--- config.mk ---
export PLATFORM = sky130hd
export DESIGN_NAME = acc_cpu_core
export DESIGN_NICKNAME = d
export VERILOG_FILES = /design/src/rtl/acc_cpu_core.sv
export SDC_FILE = /design/constraint.sdc
export NUM_CORES = 1
export LEC_CHECK = 0
export CORE_MARGIN = 8
export CORE_UTILIZATION = 25
export CTS_CLUSTER_DIAMETER = 120
export DETAILED_ROUTE_END_ITERATION = 8
export GPL_TIMING_DRIVEN = 0
export PLACE_DENSITY = 0.37
export SKIP_CTS_REPAIR_TIMING = 1
export SLEW_MARGIN = 20
export SYNTH_ARGS = -nofsm -noshare
export SYNTH_HDL_FRONTEND = slang
export SYNTH_SLANG_ARGS = --single-unit
--- constraint.sdc ---
create_clock -name clk -period 2.6 [get_ports clk]
set_input_delay 0.39 -clock clk [delete_from_list [all_inputs] [get_ports clk]]
set_output_delay 0.39 -clock clk [all_outputs]
set_load 0.02 [all_outputs]
--- src/rtl/acc_cpu_core.sv ---
// ----------------------------------------------------------------------------
// acc_cpu_core
//
// Parametrised accumulator CPU core. A unified program/data RAM is filled
// through the program port while prog_en is high. A pulse on run then starts
// execution from address 0. Each instruction takes three cycles:
// FETCH, DECODE (operand read) and EXEC.
//
// Parameters
//   DATA_W     accumulator / memory word / output width (>= ADDR_W+4)
//   ADDR_W     memory address width, depth is 2**ADDR_W words
//
// Ports
//   clk        system clock, rising edge
//   rst        synchronous active-high reset
//   prog_en    program mode, forces the core back to IDLE
//   prog_we    memory write strobe, honoured only while prog_en=1
//   prog_addr  program write address
//   prog_data  program write data
//   run        start execution from PC=0, sampled only in IDLE
//   out_data   registered value written by OUT
//   out_valid  one-cycle pulse when out_data is updated
//   halted     high while in HALT
//   busy       high in FETCH, DECODE or EXEC
// ----------------------------------------------------------------------------
module acc_cpu_core #(
    parameter int DATA_W = 8,
    parameter int ADDR_W = 4
) (
    input  logic              clk,
    input  logic              rst,
    input  logic              prog_en,
    input  logic              prog_we,
    input  logic [ADDR_W-1:0] prog_addr,
    input  logic [DATA_W-1:0] prog_data,
    input  logic              run,
    output logic [DATA_W-1:0] out_data,
    output logic              out_valid,
    output logic              halted,
    output logic              busy
);

    localparam int DEPTH = 1 << ADDR_W;

    localparam logic [3:0] OP_NOP = 4'h0;
    localparam logic [3:0] OP_LDA = 4'h1;
    localparam logic [3:0] OP_ADD = 4'h2;
    localparam logic [3:0] OP_SUB = 4'h3;
    localparam logic [3:0] OP_STA = 4'h4;
    localparam logic [3:0] OP_LDI = 4'h5;
    localparam logic [3:0] OP_JMP = 4'h6;
    localparam logic [3:0] OP_JC  = 4'h7;
    localparam logic [3:0] OP_JZ  = 4'h8;
    localparam logic [3:0] OP_OUT = 4'h9;
    localparam logic [3:0] OP_HLT = 4'hF;

    typedef enum logic [2:0] {
        S_IDLE,
        S_FETCH,
        S_DECODE,
        S_EXEC,
        S_HALT
    } state_t;

    state_t            state_q, state_d;
    logic [ADDR_W-1:0] pc_q, pc_d;
    logic [DATA_W-1:0] ir_q, ir_d;
    logic [DATA_W-1:0] mdr_q, mdr_d;
    logic [DATA_W-1:0] a_q, a_d;
    logic              z_q, z_d;
    logic              c_q, c_d;
    logic [DATA_W-1:0] out_data_q, out_data_d;
    logic              out_valid_q, out_valid_d;
    logic              halted_q, halted_d;
    logic              busy_q, busy_d;

    logic [DATA_W-1:0] mem [DEPTH];

    logic              mem_we;
    logic [ADDR_W-1:0] mem_waddr;
    logic [DATA_W-1:0] mem_wdata;

    logic [3:0]        opcode;
    logic [ADDR_W-1:0] operand;
    logic [DATA_W:0]   add_res;
    logic [DATA_W:0]   sub_res;

    // Next-state and datapath logic. Program mode overrides every state so
    // that an in-flight instruction (including a STA) is simply dropped.
    always_comb begin
        state_d     = state_q;
        pc_d        = pc_q;
        ir_d        = ir_q;
        mdr_d       = mdr_q;
        a_d         = a_q;
        z_d         = z_q;
        c_d         = c_q;
        out_data_d  = out_data_q;
        out_valid_d = 1'b0;
        mem_we      = 1'b0;
        mem_waddr   = prog_addr;
        mem_wdata   = prog_data;

        opcode  = ir_q[ADDR_W+3:ADDR_W];
        operand = ir_q[ADDR_W-1:0];
        add_res = {1'b0, a_q} + {1'b0, mdr_q};
        sub_res = {1'b0, a_q} - {1'b0, mdr_q};

        if (prog_en) begin
            state_d = S_IDLE;
            pc_d    = '0;
            a_d     = '0;
            z_d     = 1'b0;
            c_d     = 1'b0;
            mem_we  = prog_we;
        end else begin
            case (state_q)
                S_IDLE: begin
                    if (run) begin
                        state_d = S_FETCH;
                        pc_d    = '0;
                    end
                end
                S_FETCH: begin
                    ir_d    = mem[pc_q];
                    // PC width equals the address width, so it wraps naturally
                    pc_d    = pc_q + {{(ADDR_W-1){1'b0}}, 1'b1};
                    state_d = S_DECODE;
                end
                S_DECODE: begin
                    mdr_d   = mem[operand];
                    state_d = S_EXEC;
                end
                S_EXEC: begin
                    state_d = S_FETCH;
                    case (opcode)
                        OP_LDA: begin
                            a_d = mdr_q;
                            z_d = (mdr_q == '0);
                        end
                        OP_ADD: begin
                            a_d = add_res[DATA_W-1:0];
                            z_d = (add_res[DATA_W-1:0] == '0);
                            c_d = add_res[DATA_W];
                        end
                        OP_SUB: begin
                            a_d = sub_res[DATA_W-1:0];
                            z_d = (sub_res[DATA_W-1:0] == '0);
                            // borrow shows up in the extra MSB; carry means no borrow
                            c_d = ~sub_res[DATA_W];
                        end
                        OP_STA: begin
                            mem_we    = 1'b1;
                            mem_waddr = operand;
                            mem_wdata = a_q;
                        end
                        OP_LDI: begin
                            a_d = DATA_W'(operand);
                            z_d = (operand == '0);
                        end
                        OP_JMP: pc_d = operand;
                        OP_JC:  if (c_q) pc_d = operand;
                        OP_JZ:  if (z_q) pc_d = operand;
                        OP_OUT: begin
                            out_data_d  = a_q;
                            out_valid_d = 1'b1;
                        end
                        OP_HLT: state_d = S_HALT;
                        default: ;
                    endcase
                end
                S_HALT: state_d = S_HALT;
                default: state_d = S_IDLE;
            endcase
        end

        halted_d = (state_d == S_HALT);
        busy_d   = (state_d == S_FETCH) || (state_d == S_DECODE) || (state_d == S_EXEC);
    end

    // Core registers and FSM state; status outputs are registered from the
    // next state so they line up with the state they describe.
    always_ff @(posedge clk) begin
        if (rst) begin
            state_q     <= S_IDLE;
            pc_q        <= '0;
            ir_q        <= '0;
            mdr_q       <= '0;
            a_q         <= '0;
            z_q         <= 1'b0;
            c_q         <= 1'b0;
            out_data_q  <= '0;
            out_valid_q <= 1'b0;
            halted_q    <= 1'b0;
            busy_q      <= 1'b0;
        end else begin
            state_q     <= state_d;
            pc_q        <= pc_d;
            ir_q        <= ir_d;
            mdr_q       <= mdr_d;
            a_q         <= a_d;
            z_q         <= z_d;
            c_q         <= c_d;
            out_data_q  <= out_data_d;
            out_valid_q <= out_valid_d;
            halted_q    <= halted_d;
            busy_q      <= busy_d;
        end
    end

    // Single write port; memory contents survive reset, but a write that
    // coincides with reset is dropped.
    always_ff @(posedge clk) begin
        if (!rst && mem_we) begin
            mem[mem_waddr] <= mem_wdata;
        end
    end

    assign out_data  = out_data_q;
    assign out_valid = out_valid_q;
    assign halted    = halted_q;
    assign busy      = busy_q;

endmodule

### Yosys cells after proc, flatten, opt, wreduce, memory -nomap -nowiden

Memory sizes are Yosys's and may differ from the RTL's. A register that Yosys moved wholly into a read port is not among the register bits.
Cells that the tools add are included.

| word-level totals | value |
|---|---|
| register bits | 28 |
| logic and storage cells | 82 |
| memory bits (writable) | 128 |
| output and inout bits | 11 |
| memories kept | 1 |

| cells by class | value |
|---|---|
| $add $sub $neg | 3 |
| reduce and logical (&&, ||, !) cells | 20 |
| equal/unequal tests | 22 |
| multiplexer cells | 24 |
| bitwise gates (word level) | 3 |

Memory list:

| name | words | bits a word | rd ports | clocked after Yosys merged registers in | write ports | RTL line | text |
|---|---|---|---|---|---|---|---|
| mem | 16 | 8 | 2 | 2 | 1 | 77 | `logic [DATA_W-1:0] mem [DEPTH];` |

Operator list:

| kind | number |
|---|---|
| one-hot mux 8 bit (4 select lines) | 1 |
| zero test 8 bit | 3 |
| 2-to-1 mux 4 bit | 6 |
| 2-to-1 mux 8 bit | 3 |
| one-hot mux 4 bit (3 select lines) | 2 |
| == test 4 x 3 -> 1 bit, second input constant | 4 |
| one-hot mux 3 bit (5 select lines) | 1 |
| == test 3 x 2 -> 1 bit, second input constant | 4 |
| == test 4 bit, second input constant | 3 |
| adder 8 x 8 -> 9 bit | 1 |
| 2-to-1 mux 3 bit | 3 |
| subtractor 8 x 8 -> 9 bit | 1 |
| == test 4 x 2 -> 1 bit, second input constant | 2 |
| AND reduction 2 bit | 4 |
| == test 3 x 1 -> 1 bit, second input constant | 2 |
| == test 3 bit, second input constant | 2 |
| 2-to-1 mux 1 bit | 6 |
| != test 3 bit, second input constant | 2 |
| AND reduction 5 bit | 1 |
| adder 4 x 1 -> 4 bit, second input constant | 1 |
| == test 4 x 1 -> 1 bit, second input constant | 1 |
| zero test 4 bit | 1 |
| != test 4 x 2 -> 1 bit, second input constant | 1 |
| one-hot mux 1 bit (4 select lines) | 1 |
| other kinds (13) | 16 |

### Longest topological paths before layout

| logic depth | value |
|---|---|
| depth after elaboration | 7 |
| mapped depth | 9 |

### Worst setup path before layout

OpenSTA, ideal clock, no wires.

| timing | value |
|---|---|
| kind | register to register |
| from | register state_q[2] |
| to | memory mem[11][0] (enable) |
| arrival time | 1801 ps |
| data required time | 2230 ps |
| cell stages (with the launch flop) | 9 |
| slack | 429 ps |
| setup time | 370 ps |
| cells stage by stage | dfxtp_1 -> clkbuf_1 -> and4bb_2 -> nand4b_1 -> buf_2 -> nor2_1 -> nand2_1 -> a21o_1 -> nor2_1 |

| between the ends | value |
|---|---|
| cells in the longest elaborated chain, start to end | 6 |
| elaborated cells between the ends (all ways) | 8 |
| classes of those cells | 1 x eq/ne; 6 x mux; 1 x reduce/logical |

RTL lines:

| item | RTL line | text |
|---|---|---|
| start: declaration | 65 | `state_t state_q, state_d;` |
| start signal: assignment | 197 | `state_q <= state_d;` |
| == test 3 x 2 -> 1 bit * | 117 | `case (state_q)` |
| 2-to-1 mux 1 bit | 117 |  |
| 2-to-1 mux 1 bit | 109 | `if (prog_en) begin` |
| logical AND 1 bit | 214 | `if (!rst && mem_we) begin` |
| 2-to-1 mux 1 bit | 214 |  |
| 2-to-1 mux 1 bit (implied by the code) | 215 | `mem[mem_waddr] <= mem_wdata;` |
| end: declaration | 77 |  |

Mark *: on every way between the ends. The rest lies on a longest branch, timed or not.

### Worst setup path in the final report

| timing | value |
|---|---|
| from | input prog_en |
| to | memory mem[0][7] (enable) |

| between the ends | value |
|---|---|
| cells in the longest elaborated chain, start to end | 4 |
| elaborated cells between the ends (all ways) | 5 |
| classes of those cells | 4 x mux; 1 x reduce/logical |

RTL lines:

| item | RTL line | text |
|---|---|---|
| start: declaration | 32 | `input logic prog_en,` |
| 2-to-1 mux 1 bit | 109 |  |
| logical AND 1 bit | 214 |  |
| 2-to-1 mux 1 bit | 214 |  |
| 2-to-1 mux 1 bit (implied by the code) | 215 |  |

Several ways; a longest one is shown, not always the timed one.

==> flow_metrics.py <==
metrics = {
    "grt": {
        "grt_pass1_vias": 5982,
        "grt_pass1_wl_um": 40800,
        "grt_remaining_overflow": 0,
        "antenna_found_initial": 0,
        "grt_start_max_net_pins": 17,
        "grtUsageTotal_pct": 13.3,
    },
    "detailed_routing": {
        "ant_nets": 0,
        "wl_um": 28000,
        "drt-initial-drc-count": 449,
        "vias": 5883,
        "wl_per_cell_um": 23.8,
        "firstDrtPassIters": 4,
        "via_per_inst": 5.00,
        "drc": 0,
    },
    "synthesis": {
        "avgSynthCellArea_um2": 14.2,
        "ys_ff_latch": 172,
        "synth-main-ff-cell": "edfxtp_1",
        "syn-num-nets": 674,
        "synth-edff-count": 128,
        "async_reset_ff_share_pct": 0,
        "netlist_area_mm2": 0.00908,
        "synth.most_common_cell": "edfxtp_1",
        "ys_seq_area_share_pct": 52.0,
        "yosysUniqueCellTypes": 72,
        "ys_top_cells_by_count": "128 x edfxtp_1, 62 x nor2_1, 58 x mux4_2, 44 x dfxtp_1, 42 x nand2_1",
        "synthTopCellsByArea": "edfxtp_1 42%, mux4_2 14%, dfxtp_1 9.7%, mux4_1 6.1%, nor2_1 2.6%",
        "synth_top_area_cell": "edfxtp_1",
        "netlist_instances": 638,
        "yosysWarnings": 0,
        "yosysTopAreaCellShare_pct": 42.3,
    },
    "sta": {
        "period_needed_ns": 2.56,
        "maxSlewViolCount": 0,
        "worst_slack_ns": 0.0398,
        "hold_viol": 0,
        "max_freq_mhz": 391,
        "fin_skew_ns": 0.0111,
        "max-slew-margin-rel_pct": 40.5,
        "fin_setup_tns_ns": 0,
        "setup_viol": 0,
        "fin_crit_sh_pct": 98.5,
        "tightest_slew_ns": 0.893,
    },
    "setup_path": {
        "crit_arrival_ns": 2.76,
        "cp-startpoint": "prog_en",
        "r2r_cells": 8,
        "path_class": "input pin to flip-flop",
        "endpoint_kind": "flip-flop",
        "path_buf_inv": 3,
        "cp_cell_sequence": "clkdlybuf4s50_1, and4bb_2, nand4b_1, buf_2, o21ai_1, nor2_4, buf_12",
        "worstReg2RegEnd": "mem[0][7]$_DFFE_PP_",
        "timing.rr.start": "ir_q[4]$_SDFFE_PP0P_",
        "cp.required_ns": 2.80,
        "crit_family": "buffers and inverters",
        "cp_num_cells": 7,
        "slowest_stage": "o21ai_1",
        "start_kind": "input pin",
        "rrSetupSlack_ns": 0.05,
        "critPathMaxFanout": 10,
        "max_stage_delay_ns": 0.69,
    },
    "run": {
        "cap_violations": 0,
    },
    "worst_hold_path": {
        "hold_end": "ir_q[5]$_SDFFE_PP0P_",
        "min_from": "rst",
        "whs_path_depth": 3,
        "hold_class": "input pin to flip-flop",
    },
    "clock_tree": {
        "cts-root-buf": "clkbuf_16",
        "cts_tree": "yes",
        "cts_max_path_buffers": 2,
        "numCtsBuffers": 17,
        "clk_pin_slew_ns": 0.07,
        "cts-htree-levels": 4,
        "clock_latency_ns": 0.44,
        "cts.sinks": 172,
    },
    "cells_and_area": {
        "area_growth_pct": 21.1,
        "drive_gt1_share_pct": 25.0,
        "nets": 732,
        "diodes": 0,
    },
    "floorplanning": {
        "core_mm2": 0.0362,
        "core.rowCount": 70,
        "die_height_um": 207,
        "io_pins": 28,
        "start_util_pct": 25.1,
        "die_area_mm2": 0.0427,
        "die_w_um": 207,
    },
    "placement": {
        "routabilityCongestion": 0.790,
        "dp_worst_setup_slack_ns": -0.868,
        "io_buffers": 26,
        "dp_hpwl_um": 20500,
    },
    "pwr": {
        "p_leak_nw": 3.48,
        "powerDensity_mw_per_mm2": 551,
        "total_power_mw": 6.06,
        "irDropWorstVdd_v": 0.000561,
    },
    "run_status": {
        "status": "finished clean",
    },
}
layer usage:
metal | track usage, % | part of all wire [%] | up-vias
met5 | 0 | 0 | -
met4 | 3.73 | 1.1 | 0
met3 | 2.03 | 2.6 | 19
met2 | 21.7 | 48 | 111
met1 | 18.2 | 48 | 3100
li1 | - | - | 2653
sequential cells by signal (all words and copies together) (netlist names):
| signal | cells |
|---|---|
| c_q | 1 |
| ir_q | 8 |
| mem | 128 |
| out_data | 8 |
| a_q | 8 |
| z_q | 1 |
| out_valid | 1 |
| mdr_q | 8 |
| busy | 1 |
| state_q | 3 |
| halted | 1 |
| pc_q | 4 |
metrics by stage:
stage	utilization, %	instance area, µm²	instances	hold slack, ns
2_1_floorplan	-	9080	638	0.472
3_3_place_gp	27.4	9930	1132	0.474
3_5_place_dp	27.5	9940	1132	0.488
4_1_cts	29.2	10500	1164	0.337
5_1_grt	30.4	11000	1177	0.352
6_report	30.4	11000	1177	0.352
layout make-up:
| class | instances | area, µm² |
|---|---|---|
| timing repair buffer | 40 | 541 |
| buffer | 42 | 359 |
| tap | 468 | 586 |
| fill | 3616 | 25200 |
| clock buffer | 18 | 429 |
| sequential | 172 | 4720 |
| multi-input combinational | 402 | 4100 |
| inverter | 21 | 78.8 |
| clock inverter | 14 | 183 |
kinds of logic after synthesis:
kind of cell	share of synthesized area, %
buffers and inverters	4.85
AND/OR/NAND/NOR	9.31
multiplexers	22.5
flip-flops	52.0
AO/OA/AOI/OAI	7.80
XOR/XNOR	0.771
adder cells (fa/ha/maj)	2.78
tightest hold or removal path: cells and delay by family:
kind            cells  cell delay [ns]
buf+inv             2             0.31
compound gates      1             0.05
power breakdown:
group / leakage, nW / switching (mW) / internal, mW
Sequential: 1.51 / 0.0127 / 2.96
Combinational: 1.67 / 0.225 / 0.168
Clock: 0.300 / 1.16 / 1.54
cells in the final DEF (no fill, tap or decap), types with 7 or more instances in the layout:
cell type          n
mux2i_1            9
mux4_1            21
mux4_2            58
a221oi_1           7
a21oi_1           38
nor2_4            16
o21ai_0           16
clkbuf_16         17
nand3b_1           7
nor3_1            14
a211oi_1           8
nor2_1            46
clkbuf_8          13
nand2_1           42
edfxtp_1         128
inv_1             20
buf_2             10
buf_12            15
clkbuf_1          11
clkdlybuf4s50_1   26
nand2b_1           7
dfxtp_1           44
ha_1              17
worst max path at each step:
stage / end / slack, ns
finish: mem[0][7]$_DFFE_PP_ / 0.04
global route: mem[3][7]$_DFFE_PP_ / -0.04
CTS: mem[14][2]$_DFFE_PP_ / -0.40
detailed placement: mem[14][0]$_DFFE_PP_ / -0.87
global placement: mem[13][0]$_DFFE_PP_ / -1.34
floorplan: mem[11][0]$_DFFE_PP_ / 0.43
(Power assumes the default switching activity.)
==> RTL change 1, RTL diff (same flow settings) <==
Register the output `out_data` once more, without a reset; this adds one clock of latency there. The other outputs are not delayed to match. Comments in the files are not updated.
--- a/src/rtl/acc_cpu_core.sv
+++ b/src/rtl/acc_cpu_core.sv
@@ -216,7 +216,9 @@
         end
     end
 
-    assign out_data  = out_data_q;
+    always_ff @(posedge clk) begin
+        out_data <= out_data_q;
+    end
     assign out_valid = out_valid_q;
     assign halted    = halted_q;
     assign busy      = busy_q;
Check against the original RTL: not equivalent (a bounded check fails within 10 cycles, from zero or initial values and one cycle with rst high).
==> RTL change 1 against the original RTL <==
- sequential power increased by 4%
- sequential share of layout area increased by 2.3 points
- power is 0.92% lower
- design area down 1.7%
- routed wire length grew 3.5%
- setup slack better by 64 ps
- non-clock buffer count decreased by 7
- count of clock-buffer cells in the layout decreased by 1
- area after synthesis shrank 0.34%
- sequential cell count increased by 8
- critical path type is now flip-flop to flip-flop
==> RTL change 1: results (changes against the original RTL) <==
set qor(result_of_the_run) {complete, no violations} ;# unchanged
set qor(internal-power_mw) 4.505 ;# was 4.670 mW
set qor(final_nets) 754 ;# was 732
set qor(routed_wirelength_um) 28990 ;# was 28030 um
set qor(synth_area_leaders) {edfxtp_1 (42%), mux4_2 (20%), dfxtp_1 (12%)} ;# was edfxtp_1 (42%), mux4_2 (14%), dfxtp_1 (9.7%)
set qor(worstHoldPathCells) 0 ;# was 3
set qor(syn_area_per_cell_sq_um) 13.55 ;# was 14.24 sq um
set qor(routabilityCongestion) 0.8769 ;# was 0.7901
set qor(route.vias.total) 6031 ;# was 5883
set qor(static_leakage_nw) 3.393 ;# was 3.477 nW
set qor(place_inst) 1157 ;# was 1132
set qor(final.setup_skew_ps) 16.70 ;# was 11.11 ps
set qor(r2r_cells) 9 ;# was 8
set qor(vias_per_cell) 5.060 ;# was 4.998
set qor(critPathSlowestCell) {o32ai_1} ;# was o21ai_1
set qor(drt_iter0_markers) 517 ;# was 449
set qor(ys_top_cells_by_count) {edfxtp_1 (128), mux4_2 (80), nand2_1 (70), nor2_1 (63), dfxtp_1 (52)} ;# was edfxtp_1 (128), nor2_1 (62), mux4_2 (58), dfxtp_1 (44), nand2_1 (42)
set qor(hold_path_end) {out_data[5]} ;# was ir_q[5]
set qor(peak_supply_drop_uv) 559.7 ;# was 561.5 uV
set qor(layout-drive-gt1-share) 0.2695 ;# was 0.2496
set qor(grt_max_degree) 19 ;# was 17
set qor(dp_worst_setup_slack_ps) -815.4 ;# was -868.4 ps
set qor(timing.fmax_ghz) 0.4007 ;# was 0.3906 GHz
set qor(power.share.clock) 0.419 ;# was 0.444
set qor(crit_path_max_incr_delay_ps) 340 ;# was 690 ps
set qor(critical_path_data_arrival_time_ps) 2650 ;# was 2760 ps
set qor(syn_nets) 704 ;# was 674
set qor(critical_path_start_type) {flip-flop} ;# was primary input
set qor(grt_use_total) 0.1387 ;# was 0.1332
set qor(holdCritPathClass) {flip-flop to flip-flop} ;# was primary input to flip-flop
set qor(synthDistinctLibCells) 63 ;# was 72
set qor(timing.rr.start) {state_q[1]} ;# was ir_q[4]
set qor(pin_slew_with_the_least_headroom_to_its_limit_ps) 807.3 ;# was 892.7 ps
set qor(yosysTopAreaCellShare) 0.4247 ;# was 0.4232
set qor(synth_seq_area_share) 0.5397 ;# was 0.5202
RTL change 1: cell types whose count changed in the layout (fill, tap and decap cells not counted), moves of 6 or more:
cell / change
clkbuf_2: +6
clkbuf_8: -13
nand3_1: +7
nand2_2: +6
mux4_2: +22
buf_12: -10
nor3_1: -7
mux2_2: -6
mux4_1: -21
nand2_1: +22
RTL change 1: layer usage:
layer	wire length [um]	track usage
met5	0	0
met3	988	0.02539
met4	595	0.03649
met1	12760	0.1810
met2	14650	0.2344
RTL change 1: kinds of logic after synthesis:
| kind of cell | Yosys count | synth area share |
|---|---|---|
| xor gates and xnor gates | 11 | 0.01064 |
| muxes | 88 | 0.2079 |
| DFF | 180 | 0.5397 |
| and+or+nand+nor | 195 | 0.1046 |
| AOI/OAI and AO/OA | 108 | 0.07797 |
| adders and majority gates | 19 | 0.02792 |
| buffers and inverters | 67 | 0.03124 |
RTL change 1: cell type report:
cell class	instances	area, sq um
plain buffers	42	209.0
fillers	3561	24840
clock buffers	17	425.4
flip-flops and latches	180	4890
multi-input cells	421	4101
repair buffers	33	386.6
inverters	23	90.09
clock inverters	15	132.6
well taps	461	576.8
RTL change 1: per-stage QoR:
stage | utilization | TNS, ps | instance area (sq um) | total power, mW | hold WS (ps)
2_1_floorplan | - | 0 | 9051 | 3.376 | 330.5
6_report | 0.3032 | 0 | 10810 | 6.007 | 354.9
4_1_cts | 0.2939 | -68850 | 10480 | 6.046 | 355.8
5_1_grt | 0.3032 | -97.03 | 10810 | 6.180 | 361.4
3_5_place_dp | 0.2783 | -153520 | 9922 | 3.544 | 342.6
3_3_place_gp | 0.2773 | -183430 | 9888 | 3.531 | 344.3
RTL change 1: worst max-delay path: cells and delay by family (launching register included):
family / cells / cell delay [ps]
flops: 1 / 310
simple gates: 5 / 940
compound gates: 1 / 340
buf+inv: 3 / 590
==> RTL change 2, RTL diff (same flow settings) <==
Without the edit above. The parameter `ADDR_W` goes from 4 to 3. Comments in the files are not updated.
--- a/src/rtl/acc_cpu_core.sv
+++ b/src/rtl/acc_cpu_core.sv
@@ -25,7 +25,7 @@
 // ----------------------------------------------------------------------------
 module acc_cpu_core #(
     parameter int DATA_W = 8,
-    parameter int ADDR_W = 4
+    parameter int ADDR_W = 3
 ) (
     input  logic              clk,
     input  logic              rst,
Interface: changed (resized prog_addr); port bits go from 28 to 27. No check against the original RTL was run, so the function may have changed too.
==> RTL change 2 against the original RTL <==
- setup slack better by 69 ps
- sequential cell count down 66
- power down 43%
- routed wire length down 38%
- clock skew down 0.70 ps
- area after synthesis down 36%
- fmax up 2.8%
- critical path type is now flip-flop to flip-flop
- global-route usage down 0.91 points
- synthesized cell count down 23%
- design area down 37%
- sequential power down 40%
- core utilization up 0.29 points
==> RTL change 2: results (changes against the original RTL) <==
set qor(clock_insertion_delay_worst_skew_ps) 350 ;# was 440 ps
set qor(synth_seq_area_share) 0.4790 ;# was 0.5202
set qor(netlist_instances) 492 ;# was 638
set qor(static_leakage_nw) 2.326 ;# was 3.477 nW
set qor(place.port_buffers) 26 ;# unchanged
set qor(worst-r2r-setup-slack_ps) 110 ;# was 50 ps
set qor(synth_area_leaders) {edfxtp_1 (33%), dfxtp_1 (15%), mux4_2 (12%)} ;# was edfxtp_1 (42%), mux4_2 (14%), dfxtp_1 (9.7%)
set qor(postSynth.asyncResetShare) 0 ;# unchanged
set qor(layout-drive-gt1-share) 0.1927 ;# was 0.2496
set qor(post-dp-hpwl_um) 12790 ;# was 20510 um
set qor(number_of_flops_mapped_to_enable_cells_by_yosys) 64 ;# was 128
set qor(layout.filler_cells) 2278 ;# was 3616
set qor(ys_top_cells_by_count) {edfxtp_1 (64), nor2_1 (58), dfxtp_1 (42), nand2_1 (33), mux4_2 (30)} ;# was edfxtp_1 (128), nor2_1 (62), mux4_2 (58), dfxtp_1 (44), nand2_1 (42)
set qor(yosys_synthesis_warning_count) 0 ;# unchanged
set qor(rows) 55 ;# was 70
set qor(grt_pass1_wl_um) 26190 ;# was 40780 um
set qor(synthDistinctLibCells) 65 ;# was 72
set qor(first_global_vias) 4128 ;# was 5982
set qor(cts_buffers) 9 ;# was 17
set qor(syn_nets) 528 ;# was 674
set qor(clockRootBuffer) {clkbuf_16} ;# unchanged
set qor(largest_register_ffs) 64 ;# was 128
set qor(routabilityCongestion) 0.7443 ;# was 0.7901
set qor(path_clk_slew_ps) 80
set qor(drt_iter0_markers) 324 ;# was 449
set qor(registers.top_by_ff_count) {mem} ;# unchanged
set qor(wl_per_cell_um) 21.06 ;# was 23.81 um
set qor(result_of_the_run) {complete, no violations} ;# unchanged
set qor(grt_use_total) 0.1241 ;# was 0.1332
set qor(internal-power_mw) 2.659 ;# was 4.670 mW
set qor(dr.pass1.iters) 4 ;# unchanged
set qor(worst_slew_margin_rel) 0.4329 ;# was 0.4049
set qor(critPathMaxFanout) 6 ;# was 10
set qor(place_inst) 803 ;# was 1132
set qor(vias_per_cell) 4.883 ;# was 4.998
set qor(routed_wirelength_um) 17480 ;# was 28030 um
set qor(ctsLongestPathBuffers) 2 ;# unchanged
set qor(grt_max_degree) 19 ;# was 17
set qor(final.setup_skew_ps) 10.40 ;# was 11.11 ps
set qor(critical_path_data_arrival_time_ps) 2770 ;# was 2760 ps
set qor(final_nets) 576 ;# was 732
set qor(grt_antenna_before_repair) 0 ;# unchanged
set qor(peak_supply_drop_uv) 282.6 ;# was 561.5 uV
set qor(n_antenna_cell) 0 ;# unchanged
set qor(htree_levels) 3 ;# was 4
set qor(holdCritPathClass) {flip-flop to flip-flop} ;# was primary input to flip-flop
## RTL change 2: cell types whose count changed in the layout (fill, tap and decap cells not counted), sizes merged, moves of 5 or more
cell    before  now
edfxtp     128   64
a21oi       39   17
nor3        14    8
a211oi      10   21
nor2        63   58
clkbuf      42   26
and3         1    6
mux2i        9   26
mux4        80   30
nand2       42   33
a221oi       8    2
## RTL change 2: cell type report
cell class / count / share of cell area
multi-input combinational: 332 / 0.4018
inverter: 22 / 0.01188
tap: 285 / 0.05131
buffer: 31 / 0.03186
timing repair buffer: 38 / 0.06121
clock inverter: 7 / 0.01080
sequential: 106 / 0.3987
clock buffer: 9 / 0.03240
## RTL change 2: cell families after synthesis
kind of cell	count (synthesis)	synth area share
DFF	106	0.4790
muxes	58	0.1662
adders and majority gates	20	0.04599
and+or+nand+nor	144	0.1223
buffers and inverters	54	0.05336
xor gates and xnor gates	7	0.01063
AOI/OAI and AO/OA	103	0.1226
## RTL change 2: per-stage QoR
stage / cell area (sq um) / hold slack [ps] / setup slack, ps
2_1_floorplan: 5768 / 437.6 / 403.6
3_3_place_gp: 6385 / 484.9 / -690.4
3_5_place_dp: 6392 / 479.8 / -586.7
4_1_cts: 6693 / 501.4 / -446.6
5_1_grt: 6950 / 533.0 / 12.16
6_report: 6950 / 494.6 / 108.7
## RTL change 2: final timing paths
kind / startpoint / to / cells past startpoint
worst max-delay path: mdr_q[0] / a_q[6] / 8
worst min-delay path: c_q / c_q / 2
worst max register to register: mdr_q[0] / a_q[6] / 8
worst min register to register: c_q / c_q / 2
## RTL change 2: power by group through the flow
| stage | sequential (mW) | clock [mW] | combinational [mW] |
|---|---|---|---|
| after global placement | 1.84 | 0 | 0.249 |
| after floorplan | 1.84 | 0 | 0.156 |
| after global routing | 1.81 | 1.51 | 0.287 |
| after CTS | 1.81 | 1.44 | 0.251 |
| after detailed placement | 1.84 | 0 | 0.250 |
| final | 1.80 | 1.40 | 0.262 |
## RTL change 2: critical path, stage by stage, from the launching register on
cell	delay [ps]
dfxtp_4	370
ha_1	230
fa_1	450
nand2b_4	110
a221o_1	210
a2111oi_0	110
nand3b_1	230
or4_1	520
a31oi_1	180
## RTL change 2: per-layer routing
layer	wire length (um)	GRT usage	share of wire	vias to the layer above
li1	-	-	-	1961
met1	8046	0.1599	0.46	2019
met2	8755	0.2124	0.50	55
met3	400	0.01684	0.023	18
met4	279	0.03766	0.016	0
met5	0	0	0	-
